`config.mk`:
```
export PLATFORM = sky130hd
export DESIGN_NAME = truth_table_sequencer
export DESIGN_NICKNAME = d
export VERILOG_FILES = /design/src/rtl/truth_table_sequencer.sv
export SDC_FILE = /design/constraint.sdc
export NUM_CORES = 1
export LEC_CHECK = 0
export BUFFER_PORTS_ARGS = -buffer_cell sky130_fd_sc_hd__buf_2
export CORE_ASPECT_RATIO = 0.75
export CORE_UTILIZATION = 35
export CTS_CLUSTER_SIZE = 14
export DETAILED_ROUTE_END_ITERATION = 8
export HOLD_SLACK_MARGIN = 0.12
export PLACE_DENSITY = 0.6
export REMOVE_ABC_BUFFERS = 1
export SLEW_MARGIN = 15
export SYNTH_ARGS = -nofsm -noshare
export SYNTH_HDL_FRONTEND = slang
export SYNTH_SLANG_ARGS = --single-unit
```
`constraint.sdc`:
```
create_clock -name clk -period 4.2 [get_ports clk]
set_clock_uncertainty 0.2 [all_clocks]
set_input_delay 0.42 -clock clk [delete_from_list [all_inputs] [get_ports clk]]
set_output_delay 0.42 -clock clk [all_outputs]
set_load 0.005 [all_outputs]
```
`src/rtl/truth_table_sequencer.sv`:
```
// Exhaustive stimulus sequencer for small combinational blocks: sweeps every input
// vector, holds it for HOLD_CYCLES, samples the outputs and checks them against a golden table.
module truth_table_sequencer #(
  parameter int unsigned N_IN        = 4,
  parameter int unsigned N_OUT       = 2,
  parameter int unsigned HOLD_CYCLES = 2
) (
  input  logic                          clk,
  input  logic                          rst,
  input  logic                          start,
  input  logic [(2**N_IN)*N_OUT-1:0]    exp_table,
  input  logic [N_OUT-1:0]              dut_out,
  output logic [N_IN-1:0]               dut_in,
  output logic                          busy,
  output logic                          done,
  output logic                          pass,
  output logic [N_IN:0]                 err_cnt,
  output logic [N_IN-1:0]               first_fail,
  output logic                          fail_seen
);

  localparam int unsigned TBL_W  = (2**N_IN) * N_OUT;
  localparam int unsigned IDX_W  = (TBL_W > 1) ? $clog2(TBL_W) : 1;
  localparam int unsigned HOLD_W = (HOLD_CYCLES > 1) ? $clog2(HOLD_CYCLES) : 1;
  localparam int unsigned ERR_W  = N_IN + 1;
  localparam logic [HOLD_W-1:0] HOLD_LAST = HOLD_W'(HOLD_CYCLES - 1);

  typedef enum logic [1:0] {
    IDLE  = 2'd0,
    APPLY = 2'd1,
    DONE  = 2'd2
  } state_t;

  state_t              state, state_n;
  logic [HOLD_W-1:0]   hold_cnt, hold_cnt_n;
  logic [N_IN-1:0]     dut_in_n;
  logic                busy_n, done_n, pass_n, fail_seen_n;
  logic [ERR_W-1:0]    err_cnt_n;
  logic [N_IN-1:0]     first_fail_n;
  logic [IDX_W-1:0]    exp_base;
  logic [N_OUT-1:0]    exp_slice;
  logic                mismatch;

  // dut_in doubles as the vector counter; select its golden slice
  always_comb begin
    exp_base  = IDX_W'(dut_in) * IDX_W'(N_OUT);
    exp_slice = exp_table[exp_base +: N_OUT];
    mismatch  = (dut_out != exp_slice);
  end

  // Next-state and next-output logic; every output is registered below
  always_comb begin
    state_n      = state;
    hold_cnt_n   = hold_cnt;
    dut_in_n     = dut_in;
    busy_n       = busy;
    done_n       = done;
    pass_n       = pass;
    err_cnt_n    = err_cnt;
    first_fail_n = first_fail;
    fail_seen_n  = fail_seen;

    unique case (state)
      IDLE, DONE: begin
        if (start) begin
          state_n      = APPLY;
          hold_cnt_n   = '0;
          dut_in_n     = '0;
          busy_n       = 1'b1;
          done_n       = 1'b0;
          pass_n       = 1'b0;
          err_cnt_n    = '0;
          first_fail_n = '0;
          fail_seen_n  = 1'b0;
        end
      end

      APPLY: begin
        if (hold_cnt == HOLD_LAST) begin
          hold_cnt_n = '0;
          if (mismatch) begin
            err_cnt_n = err_cnt + ERR_W'(1);
            if (!fail_seen) begin
              first_fail_n = dut_in;
              fail_seen_n  = 1'b1;
            end
          end
          if (dut_in != {N_IN{1'b1}}) begin
            dut_in_n = dut_in + N_IN'(1);
          end else begin
            // Final vector: pass reflects the count including this sample
            state_n = DONE;
            busy_n  = 1'b0;
            done_n  = 1'b1;
            pass_n  = (err_cnt_n == '0);
          end
        end else begin
          hold_cnt_n = hold_cnt + HOLD_W'(1);
        end
      end

      default: state_n = IDLE;
    endcase
  end

  always_ff @(posedge clk) begin
    if (rst) begin
      state      <= IDLE;
      hold_cnt   <= '0;
      dut_in     <= '0;
      busy       <= 1'b0;
      done       <= 1'b0;
      pass       <= 1'b0;
      err_cnt    <= '0;
      first_fail <= '0;
      fail_seen  <= 1'b0;
    end else begin
      state      <= state_n;
      hold_cnt   <= hold_cnt_n;
      dut_in     <= dut_in_n;
      busy       <= busy_n;
      done       <= done_n;
      pass       <= pass_n;
      err_cnt    <= err_cnt_n;
      first_fail <= first_fail_n;
      fail_seen  <= fail_seen_n;
    end
  end

endmodule

```
Word level (Yosys, flattened, before mapping)

Index checks and enable logic that the tools add are counted.

Bits in registers: 20
Bits in latches: 0
Bits in writable memories: 0
Bits in read-only memories: 0
Memories: 0

Add/sub/neg operators: 3
Multiply operators: 0
Divide/modulo/power cells: 0
Order comparisons: 0
Equal/unequal tests: 10
Shift-type cells: 1
Muxes and demuxes: 34
Bitwise logic cells: 0
Reduce and logical (&&, ||, !) cells: 11

Operators by type and width:

| cell                  | count |
|---|---|
| $shiftx A32 B6 Y2     | 1 |
| $mux W5               | 5 |
| $mux W4               | 6 |
| $pmux W4 S2           | 2 |
| $ne A2 B2 Y1 const B  | 6 |
| $reduce_and A4 Y1     | 3 |
| $mux W1               | 11 |
| $pmux W1 S2           | 5 |
| $pmux W5 S2           | 1 |
| $mux W2               | 3 |
| $reduce_and A3 Y1     | 2 |
| $add A5 B1 Y5 const B | 1 |
| $logic_not A5 Y1      | 1 |
| $reduce_and A5 Y1     | 1 |
| $add A4 B1 Y4 const B | 1 |
| $ne A4 B4 Y1 const B  | 1 |
| $pmux W2 S2           | 1 |
| $eq A2 B1 Y1 const B  | 1 |
| $eq A2 B2 Y1 const B  | 1 |
| $logic_not A2 Y1      | 1 |
| $ne A2 B2 Y1          | 1 |
| $reduce_and A2 Y1     | 1 |
| $reduce_bool A2 Y1    | 1 |
| $reduce_or A2 Y1      | 1 |
| $add A1 B1 Y1 const B | 1 |

Depth between registers and ports, before layout

Word-level depth: 9
Depth in mapped cells: 9

Worst setup path before layout

No wires, ideal clock.

Path type: register -> register
From: register dut_in[0]
To: register err_cnt[4]
Arrival time: 2.056 ns
Required time: 3.926 ns
Slack: 1.869 ns
Stages on the path, launching flop included: 10
Cells stage by stage: dfxtp_1 > buf_6 > mux2i_1 > a22oi_1 > and3_1 > o22ai_4 > a21oi_2 > buf_6 > or4_1 > a31oi_1

Longest elaborated chain between the ends: 7

Ends and longest elaborated chain:

| what                   | line | RTL |
|---|---|---|
| start, declared        | 13   | `output logic [N_IN-1:0] dut_in,` |
| start signal, assigned | 120  | `dut_in <= dut_in_n;` |
| $shiftx A32 B6 Y2      | 47   | `exp_slice = exp_table[exp_base +: N_OUT];` |
| $ne A2 B2 Y1           | 48   | `mismatch = (dut_out != exp_slice);` |
| $mux W5                | 81   | `if (mismatch) begin` |
| $mux W5                | 79   | `if (hold_cnt == HOLD_LAST) begin` |
| $mux W5                | 63   | `unique case (state)` |
| $mux W5                | 79   |  |
| $pmux W5 S2            | 63   |  |
| end signal, assigned   | 124  | `err_cnt <= err_cnt_n;` |
| end, declared          | 17   | `output logic [N_IN:0] err_cnt,` |

No other way between the ends. The select of a mux whose other input is x is not followed.
A chain may end at the register's enable or synchronous reset.

Final worst setup path

From: register dut_in[0]
To: register pass

Longest elaborated chain between the ends: 9

Ends and longest elaborated chain:

| what                 | line | RTL |
|---|---|---|
| $shiftx A32 B6 Y2    | 47   |  |
| $ne A2 B2 Y1         | 48   |  |
| $mux W5              | 81   |  |
| $mux W5              | 79   |  |
| $mux W5              | 63   |  |
| $logic_not A5 Y1     | 95   | `pass_n = (err_cnt_n == '0);` |
| $mux W1              | 88   | `if (dut_in != {N_IN{1'b1}}) begin` |
| $mux W1              | 79   |  |
| $pmux W1 S2          | 63   |  |
| end signal, assigned | 123  | `pass <= pass_n;` |
| end, declared        | 16   | `output logic pass,` |

Parallel ways exist; a longest one is shown, timed or not. The select of a mux whose other input is x is not followed.

==> results_dict.tcl <==
set metrics [dict create \
    max_slew_margin 0.3333 \
    r2r-start "dut_in[0]" \
    cap_violations 0 \
    synth_top_family_by_area "compound AO/OA/AOI/OAI gates" \
    clock_latency_ns 0.25 \
    hp-class "flop to flop" \
    hold_start "first_fail[1]" \
    finalMaxSlewViolations 0 \
    nets 251 \
    hpwl_um 2738 \
    area_delta_synth_final_pct 23.52 \
    mostFrequentLayoutCell "buf_2" \
    ys_types 45 \
    ios 54 \
    syn_area_mm2 0.001356 \
    p_sw_uw 101.9 \
    cts_tree "built" \
    run_status "complete, no violations" \
    rr_worst_depth 7 \
    grt_max_degree 23 \
    utilization 0.4547 \
    seq_area_frac_synth 0.2952 \
    end_kind "flop" \
    fmax_ghz 0.3351 \
    async_flop_share 0 \
    setup_viol 0 \
    fillers 383 \
    stdcell_count 262 \
    place_inst 259 \
    clockBufferDepth 2 \
    cts.clk_slew.worst_paths_ns 0.07 \
    reg2reg_slack_ns 1.22 \
    routed_wl_um 3442 \
    post_cts_buffers 0 \
    power.internal_uw 288.9 \
    leakage_nw 0.6740 \
    via_per_inst 5.233 \
    yosys-top-cells-area "dfxtp_1 30%, mux2i_1 15%, nand2_1 5.3%" \
    grt_remaining_overflow 0 \
    synth_compound_area_frac 0.2426 \
    criticalPathCategory "flop to flop" \
    route.vias.total 1371 \
    rows 19 \
    grt_pass1_wl_um 5499 \
    die_area_mm2 0.004131 \
    die_h_um 55.91 \
    avgSynthCellArea_um2 8.424 \
    ir_drop_mv 0.1486 \
    antenna_found_initial 0 \
    r2r-end "pass" \
    tightest_slew_ns 0.9987 \
    cp.required_ns 4.16 \
    cts_root_buf "clkbuf_8" \
    hold_buffers 0 \
    synth.top_cell.area_share 0.2952 \
    p_seq_frac 0.508 \
    critPathLaunchType "flop" \
    io_buffers 53 \
    drt_pass1_iterations 4 \
    cts_sinks 20 \
    synth_edf_count 0 \
    cp_cell_sequence "mux2i_1, a22oi_1, and3_1, o22ai_4, a21oi_2, or4_1, o311ai_1" \
    setup_tns_ns 0 \
    place.gp.congestion 0.7920 \
    cts_htree_levels 1 \
    cp_num_buf_inv 0 \
    rsz0062_at_grt "no" \
    drive_gt1_frac 0.2905 \
    wl_per_cell_um 13.14 \
    cp_top_family "flip-flops" \
    synthXorXnorAreaFrac 0.01292 \
    swShare 0.2608 \
    hold_violations 0 \
    holdPathStages 2 \
    ctsResizeCount 0 \
    grt_pass1_vias 1164 \
    grt_use_total 0.1685 \
    syn_inst 161 \
    synth_simple_gate_area_frac 0.2232 \
    clockPowerShare 0.317 \
    crit_path_max_incr_delay_ns 0.98 \
    path_max_fanout 22 \
    arrival_ns 2.94 \
    cts_inserted_buffers 3 \
    fin_crit_ns 2.984 \
    powerDensity_mw_per_mm2 233.3 \
    dr.first_iter.drc_count 86 \
    comb_power_share 0.174 \
    final_cell_mix "53 x buf_2, 21 x mux2i_1, 20 x dfxtp_1" \
    ant_nets 0 \
    yosysWarnings 0 \
    ys_ff_latch 20 \
    crit_slowest_cell "dfxtp_1" \
    die_x_um 73.88 \
    timing.final.crit_share 0.7105 \
    synth_ff_type "dfxtp_1" \
    core-area_mm2 0.003685 \
    drc 0 \
    antenna_cells 0 \
    start_util 0.3681 \
    synth_mux_area_frac 0.1550 \
    yosys.area.top_type "dfxtp_1" \
    synth-adder-area-share 0.01845 \
    hold_end "first_fail[1]" \
]
==> stage by stage <==
| stage | hold slack [ns] | instance area (um2) | setup slack [ns] | total power, mW |
|---|---|---|---|---|
| final | 0.2581 | 1675 | 1.216 | 0.3908 |
| after CTS | 0.2534 | 1675 | 1.223 | 0.3952 |
| after global placement | 0.2445 | 1634 | 1.269 | 0.2706 |
| after floorplan | 0.2385 | 1304 | 1.477 | 0.2406 |
| after global routing | 0.2708 | 1675 | 0.9582 | 0.4097 |
| after detailed placement | 0.2501 | 1634 | 1.241 | 0.2707 |
==> power groups by stage <==
stage / registers, mW / clock network, mW / logic (mW)
2_1_floorplan: 0.202 / 0 / 0.0384
3_3_place_gp: 0.203 / 0 / 0.0676
3_5_place_dp: 0.203 / 0 / 0.0678
5_1_grt: 0.199 / 0.134 / 0.0761
4_1_cts: 0.199 / 0.129 / 0.0680
6_report: 0.199 / 0.124 / 0.0682
==> registers in the layout, indices dropped and copies added (netlist names) <==
signal / cells
err_cnt: 5
dut_in: 4
first_fail: 4
state: 2
busy: 1
done: 1
fail_seen: 1
hold_cnt: 1
pass: 1
==> synth_stat cells (3+ instances only) <==
cell type,number
dfxtp_1,20
inv_1,4
nor3_1,5
a211oi_1,3
nand2b_1,3
mux2i_1,21
clkbuf_1,3
nand2_1,19
and3_1,3
buf_6,3
a21oi_1,11
a22oi_1,8
o21ai_0,3
nor2_1,11
nand3_1,6
==> worst reg2reg max path: cells and delay by family, from the launching register on <==
family	cells	cell delay, ns
flops	1	0.98
simple gates	2	0.77
compound gates	4	0.64
mux	1	0.29
==> cells by family (layout without fill, tap and decap cells) <==
logic type / Yosys count / count (layout)
simple gates: 60 / 60
compound gates: 44 / 44
mux: 21 / 21
flops: 20 / 20
buf+inv: 12 / 61
fa+ha+maj: 2 / 2
xor+xnor: 2 / 2
==> how the worst max path moves through the flow <==
stage	end	start	cells after the start
floorplan	pass	dut_in[0]	7
global placement	pass	dut_in[0]	7
CTS	pass	dut_in[0]	7
global route	pass	dut_in[0]	7
finish	pass	dut_in[0]	7
detailed placement	pass	dut_in[0]	7
==> per-layer routing <==
layer	vias up	share of wire	track usage	wire length, um
met5	-	0	0	0
met4	0	0	0.005495	0
met3	0	0.055	0.03804	189
met2	32	0.41	0.2346	1427
met1	631	0.53	0.2730	1825
li1	708	-	-	-
==> area by class of cell <==
class                   count  area, um2  share of cell area
well taps                  52      65.06             0.03883
repair buffers             53      265.3              0.1583
inverters                   5      18.77             0.01120
clock buffers               3      41.29             0.02465
multi-input cells         129      884.6              0.5280
flip-flops and latches     20      400.4              0.2390
Power figures use the tool's default switching activity.
